[src/rtl/video_gen_pkg.sv]
// Shared types and constants for the synthetic video source: FSM states,
// pattern codes and counter widths.
package video_gen_pkg;

  localparam int X_W    = 10;
  localparam int LINE_W = 9;

  typedef enum logic [2:0] {
    IDLE   = 3'd0,
    VSYNC  = 3'd1,
    VBACK  = 3'd2,
    ACTIVE = 3'd3,
    VFRONT = 3'd4
  } state_e;

  localparam logic [1:0] PAT_HRAMP = 2'd0;
  localparam logic [1:0] PAT_VRAMP = 2'd1;
  localparam logic [1:0] PAT_CHECK = 2'd2;
  localparam logic [1:0] PAT_INC   = 2'd3;

  function automatic logic [7:0] checker_pix(input logic xb, input logic yb);
    return (xb ^ yb) ? 8'hFF : 8'h00;
  endfunction

endpackage

[src/rtl/video_stream_gen_lut.sv]
// Combinational test-pattern lookup: (x, y, index, sel) -> pixel.
// Optional VIDEO_GEN_BORDER_EN forces a full-white one-pixel frame border.
module video_pattern_lut
  import video_gen_pkg::*;
#(
  parameter logic [8:0] IMG_HDISP = 9'd320,
  parameter logic [7:0] IMG_VDISP = 8'd240
) (
  input  logic [X_W-1:0]    x_i,
  input  logic [LINE_W-1:0] y_i,
  input  logic [7:0]        idx_i,
  input  logic [1:0]        sel_i,
  output logic [7:0]        pix_o
);

`ifdef VIDEO_GEN_BORDER_EN
  localparam logic [X_W-1:0]    X_LAST = X_W'(IMG_HDISP - 9'd1);
  localparam logic [LINE_W-1:0] Y_LAST = LINE_W'(IMG_VDISP - 8'd1);
`endif

  // Upper coordinate bits only matter for the border compare.
  logic unused_hi;
  assign unused_hi = ^{x_i[X_W-1:8], y_i[LINE_W-1:8]};

  always_comb begin
    pix_o = 8'h00;
    case (sel_i)
      PAT_HRAMP: pix_o = x_i[7:0];
      PAT_VRAMP: pix_o = y_i[7:0];
      PAT_CHECK: pix_o = checker_pix(x_i[3], y_i[3]);
      PAT_INC:   pix_o = idx_i;
      default:   pix_o = 8'h00;
    endcase
`ifdef VIDEO_GEN_BORDER_EN
    if (x_i == '0 || x_i == X_LAST || y_i == '0 || y_i == Y_LAST) begin
      pix_o = 8'hFF;
    end
`endif
  end

endmodule

[src/rtl/video_stream_gen.sv]
// Synthetic video source: blanking/sync timing FSM, clock-enable pacing and
// selectable test patterns. Build with VIDEO_GEN_BORDER_EN for a white border.
module video_stream_gen
  import video_gen_pkg::*;
#(
  parameter logic [8:0] IMG_HDISP = 9'd320,
  parameter logic [7:0] IMG_VDISP = 8'd240,
  parameter logic [9:0] H_BLANK   = 10'd40,
  parameter logic [3:0] VSYNC_LEN = 4'd2,
  parameter logic [3:0] V_BACK    = 4'd2,
  parameter logic [3:0] V_FRONT   = 4'd2,
  parameter logic [3:0] CLKEN_DIV = 4'd1
) (
  input  logic       clk,
  input  logic       rst_n,
  input  logic       enable,
  input  logic [1:0] pattern_sel,
  output logic       post_frame_vsync,
  output logic       post_frame_href,
  output logic       post_frame_clken,
  output logic [7:0] post_img,
  output logic       frame_done
);

  localparam logic [X_W-1:0] HDISP_X  = X_W'(IMG_HDISP);
  localparam logic [X_W-1:0] X_LAST   = HDISP_X + X_W'(H_BLANK) - X_W'(1);
  localparam logic [3:0]     DIV_LAST = (CLKEN_DIV == 4'd0) ? 4'd0 : CLKEN_DIV - 4'd1;
  localparam logic [7:0]     HDISP_LO = IMG_HDISP[7:0];

  state_e              state_q, state_d;
  logic [3:0]          div_q, div_d;
  logic [X_W-1:0]      x_q, x_d;
  logic [LINE_W-1:0]   line_q, line_d;
  logic [1:0]          sel_q, sel_d;
  logic                vsync_q, vsync_d, href_q, href_d, clken_q, clken_d, done_q, done_d;
  logic [7:0]          img_q, img_d, pix, idx;
  logic                running, tick, slot_end, line_end, state_end, frame_end, pix_on;
  state_e              next_live;

  function automatic logic [LINE_W-1:0] state_len(input state_e s);
    case (s)
      VSYNC:   return LINE_W'(VSYNC_LEN);
      VBACK:   return LINE_W'(V_BACK);
      ACTIVE:  return LINE_W'(IMG_VDISP);
      VFRONT:  return LINE_W'(V_FRONT);
      default: return '0;
    endcase
  endfunction

  // First state at or after 'from' that has a non-zero line count; IDLE means
  // the frame has no states left.
  function automatic state_e first_live(input state_e from);
    state_e s;
    s = IDLE;
    if (from <= VFRONT && V_FRONT   != 4'd0) s = VFRONT;
    if (from <= ACTIVE && IMG_VDISP != 8'd0) s = ACTIVE;
    if (from <= VBACK  && V_BACK    != 4'd0) s = VBACK;
    if (from <= VSYNC  && VSYNC_LEN != 4'd0) s = VSYNC;
    return s;
  endfunction

  assign running   = (state_q != IDLE);
  assign tick      = running && (div_q == 4'd0);
  assign slot_end  = running && (div_q == DIV_LAST);
  assign line_end  = slot_end && (x_q == X_LAST);
  assign state_end = line_end && (line_q == state_len(state_q) - LINE_W'(1));
  assign next_live = first_live(state_e'(state_q + 3'd1));
  assign idx       = line_q[7:0] * HDISP_LO + x_q[7:0];

  video_pattern_lut #(
    .IMG_HDISP(IMG_HDISP),
    .IMG_VDISP(IMG_VDISP)
  ) u_lut (
    .x_i  (x_q),
    .y_i  (line_q),
    .idx_i(idx),
    .sel_i(sel_q),
    .pix_o(pix)
  );

  always_comb begin
    state_d   = state_q;
    div_d     = div_q;
    x_d       = x_q;
    line_d    = line_q;
    sel_d     = sel_q;
    frame_end = 1'b0;
    if (!running) begin
      div_d  = 4'd0;
      x_d    = '0;
      line_d = '0;
      if (enable) begin
        state_d = first_live(VSYNC);
        sel_d   = pattern_sel;
      end
    end else begin
      div_d = slot_end ? 4'd0 : div_q + 4'd1;
      if (slot_end) x_d = line_end ? '0 : x_q + X_W'(1);
      if (line_end) line_d = state_end ? '0 : line_q + LINE_W'(1);
      if (state_end) begin
        if (next_live != IDLE) begin
          state_d = next_live;
        end else begin
          frame_end = 1'b1;
          if (enable) begin
            state_d = first_live(VSYNC);
            sel_d   = pattern_sel;
          end else begin
            state_d = IDLE;
          end
        end
      end
    end
  end

  // Output stage: everything reflects the slot one cycle later.
  always_comb begin
    pix_on  = (state_q == ACTIVE) && (x_q < HDISP_X);
    vsync_d = (state_q == VSYNC);
    href_d  = pix_on;
    clken_d = pix_on && tick;
    done_d  = frame_end;
    img_d   = '0;
    if (clken_d)     img_d = pix;
    else if (pix_on) img_d = img_q;
  end

  always_ff @(posedge clk or negedge rst_n) begin
    if (!rst_n) begin
      state_q <= IDLE;
      div_q   <= '0;
      x_q     <= '0;
      line_q  <= '0;
      sel_q   <= '0;
      vsync_q <= 1'b0;
      href_q  <= 1'b0;
      clken_q <= 1'b0;
      done_q  <= 1'b0;
      img_q   <= '0;
    end else begin
      state_q <= state_d;
      div_q   <= div_d;
      x_q     <= x_d;
      line_q  <= line_d;
      sel_q   <= sel_d;
      vsync_q <= vsync_d;
      href_q  <= href_d;
      clken_q <= clken_d;
      done_q  <= done_d;
      img_q   <= img_d;
    end
  end

  assign post_frame_vsync = vsync_q;
  assign post_frame_href  = href_q;
  assign post_frame_clken = clken_q;
  assign post_img         = img_q;
  assign frame_done       = done_q;

endmodule

[config.mk]
export PLATFORM = sky130hd
export DESIGN_NAME = video_stream_gen
export DESIGN_NICKNAME = d
export VERILOG_FILES = /design/src/rtl/video_gen_pkg.sv /design/src/rtl/video_stream_gen_lut.sv /design/src/rtl/video_stream_gen.sv
export SDC_FILE = /design/constraint.sdc
export NUM_CORES = 1
export LEC_CHECK = 0
export BUFFER_PORTS_ARGS = -buffer_cell sky130_fd_sc_hd__buf_2
export CORE_MARGIN = 3
export CORE_UTILIZATION = 30
export CTS_CLUSTER_SIZE = 8
export DETAILED_ROUTE_END_ITERATION = 10
export GPL_TIMING_DRIVEN = 0
export SLEW_MARGIN = 40
export SYNTH_ARGS = -nofsm -noshare
export SYNTH_HDL_FRONTEND = slang
export SYNTH_SLANG_ARGS = --single-unit
[constraint.sdc]
create_clock -name clk -period 3 [get_ports clk]
set_input_delay 0.15 -clock clk [delete_from_list [all_inputs] [get_ports clk]]
set_output_delay 0.15 -clock clk [all_outputs]
set_load 0.05 [all_outputs]
==> results.toml <==
[synthesis]
postSynth.asyncResetShare_pct = 100
netlist.area_leader.share_pct = 41.4
synth_flop_cell = "dfrtp_1"
synth-edff-count = 0
ys_ff_latch = 40
synth_area_sq_um = 2420
synthCells = 255
synth.avg_cell_area_sq_um = 9.48
synth_warnings = 0
postSynthNetCount = 273
synth_top_area_cell = "dfrtp_1"
synthDistinctLibCells = 54
yosysSeqAreaShare_pct = 41.4
synth_area_leaders = "dfrtp_1, ha_1, xor2_1, nand2_1, nor2_1"

[global_route]
grt_antenna_before_repair = 0
grt_start_max_net_pins = 41
grt_pass1_wl_mm = 9.14
first_global_vias = 1904
grt_use_total_pct = 12.8
globalRoute.totalOverflow = 0

[critical_path]
r2r_setup_slack_ns = 0.16
cp.required_ns = 3.17
worst-setup-path-type = "flip-flop to flip-flop"
cp-startpoint = "state_q[1]"
r2r_end = "state_q[0]"
crit_end = "state_q[0]"
rr_worst_depth = 11
crit_fanout = 7
cp-start-kind = "flip-flop"
r2r-start = "state_q[1]"
worstPathArrival_ns = 3.01
worstSetupEndpointType = "flip-flop"

[timing]
clock.fmax_ghz = 0.352
hold_viol = 0
tns_ns = 0
fin_crit_ns = 2.84
setup_viol = 0
clock-skew-final_ns = 0.00423
rsz0062_at_grt = "no"
slew_violations = 0
tightest_slew_ns = 0.521
worst_slack_ns = 0.156
relSlewSlack_pct = 65.3
holdWs_ns = 0.0900
fin_crit_sh_pct = 94.8

[place]
place_congestion = 0.827
portBuffers = 16
placed_cells = 373
placed_area_sq_um = 2630
pre_cts_ws_ns = 0.0475
dp_hpwl_mm = 3.91

[cts]
cts-root-buf = "clkbuf_8"
cts_made_buffers = 5
tritoncts = "done"
path_clk_slew_ns = 0.08
h-tree-depth = 2
numClockSinks = 40
clock_latency_ns = 0.29
clock_path_buffers = 2

[min_path]
hold_class = "input port to flip-flop"

[drt]
drtPass1Iterations = 4
wl_per_cell_um = 13.9
ant_nets = 0
routed_wirelength_mm = 5.32
via_count = 1980
drtIter0Drc = 85
post_drt_via_cell_ratio = 5.17
drc = 0

[die]
die_h_um = 95.8
io_pins = 17
placementRows = 32
dieArea_sq_um = 9170
core_area_sq_um = 7770
start_util_pct = 31.1
dieWidth_um = 95.8

[pwr]
leakage_nw = 1.28
ir_drop_v = 0.000123
power.density_nw_per_um2 = 328

[final_layout]
fin_area_sq_um = 2760
nets = 299
syn_to_final_growth_pct = 14.1
diodes = 0
nFillCells = 831
fin_cells = 383
drive_above_1_share_pct = 17.1

[status]
status = "finished, final reports clean"

[job]
maxCapViolations = 0
-- state kept, by name, indices dropped and copies added, names as in the netlist --
name / flops
frame_done: 1
post_frame_href: 1
sel_q: 2
div_q: 4
post_frame_vsync: 1
x_q: 10
state_q: 3
post_frame_clken: 1
post_img: 8
line_q: 9
-- synth_stat cells, types with 3 or more instances --
library cell  instances
and3_1                3
or3_1                 7
clkbuf_1              4
nor2b_1               7
nor3_1               11
a21oi_1              15
dfrtp_1              40
a221oi_1              5
and2_1                8
o211a_1               3
o21ai_0              11
inv_1                11
nand2_1              25
ha_1                 13
nor2_1               24
nand4_1               8
xor2_1               11
nand3_1               6
-- area by class of cell --
cell class	count	area [sq um]	share of cell area, %
Clock inverter	1	5.00	0.181
Clock buffer	6	72.6	2.63
Buffer	7	36.3	1.32
Multi-Input combinational cell	197	1370	49.5
Timing Repair Buffer	19	108	3.90
Inverter	11	41.3	1.50
Tap cell	102	128	4.63
Sequential cell	40	1000	36.3
-- placed cells by master, fill, tap and decap left out, types with 3 or more instances in the layout --
master | netlist | routed
clkbuf_8 | 0 | 5
and3_1 | 3 | 3
a21oi_1 | 15 | 15
nand2_1 | 25 | 23
o21ai_0 | 11 | 11
dfrtp_1 | 40 | 39
nand3_1 | 6 | 6
nor3_1 | 11 | 11
inv_1 | 11 | 10
or3_1 | 7 | 6
nand4_1 | 8 | 8
nor2_1 | 24 | 24
a221oi_1 | 5 | 5
xor2_1 | 11 | 11
nor2b_1 | 7 | 7
ha_1 | 13 | 11
buf_2 | 2 | 17
o211a_1 | 3 | 3
and2_1 | 8 | 8
clkbuf_1 | 4 | 5
buf_4 | 0 | 3
-- power by group --
group	internal (mW)	total [mW]	switching, mW
registers	0.539	0.539	0
logic	0.00366	0.0162	0.0125
clock network	0.158	0.349	0.191
total	0.701	0.904	0.203
-- layer usage --
layer / track usage (%) / wire length, um / vias to the layer above
met5: 0 / 0 / -
met4: 3.20 / 34 / 0
met3: 3.05 / 255 / 4
met2: 20.6 / 2410 / 36
met1: 17.4 / 2620 / 970
li1: - / - / 970
-- worst min-delay path by stage --
stage                              start   endpoint  slack (ns)  cells after the start
after detailed placement           rst_n  line_q[2]        0.17                      1
after floorplan                    rst_n   div_q[0]       -0.15                      0
after global placement             rst_n  line_q[2]        0.34                      1
after CTS                 pattern_sel[1]   sel_q[1]        0.08                      2
after global routing      pattern_sel[1]   sel_q[1]        0.08                      2
final                     pattern_sel[1]   sel_q[1]        0.09                      2
-- cell families after synthesis --
kind of cell	after synthesis	synth area share (%)
adder cells (fa/ha/maj)	13	6.73
AO/OA/AOI/OAI	52	15.8
AND/OR/NAND/NOR	117	26.8
multiplexers	1	0.414
flip-flops	40	41.4
XOR/XNOR	14	5.69
buffers and inverters	18	3.21
-- timing repair --
item                                    4_1_cts  5_1_grt
hold buffers                                  1        0
endpoints found under the setup margin        0       12
gates resized for setup                       0        9
buffers inserted                              0        2
hold endpoints to repair                     40        0
-- stage by stage --
| stage | power, mW | utilization (%) |
|---|---|---|
| 6_report | 0.904 | 35.5 |
| 5_1_grt | 0.945 | 35.5 |
| 4_1_cts | 0.917 | 35.0 |
| 3_5_place_dp | 0.565 | 33.8 |
| 3_3_place_gp | 0.565 | 33.8 |
| 2_1_floorplan | 0.550 | - |
-- worst max-delay path: stages (launching register included) --
cell and delay (ns):
dfrtp_1 0.45, inv_2 0.06, ha_2 0.18, or3_4 0.37, nand2_2 0.07, inv_1 0.04, ha_1 0.19, and4b_1 0.28
o2111ai_2 0.15, a2111o_1 0.56, nor4_2 0.29, a21oi_1 0.06
No activity file was read; power rests on OpenSTA's default activity.
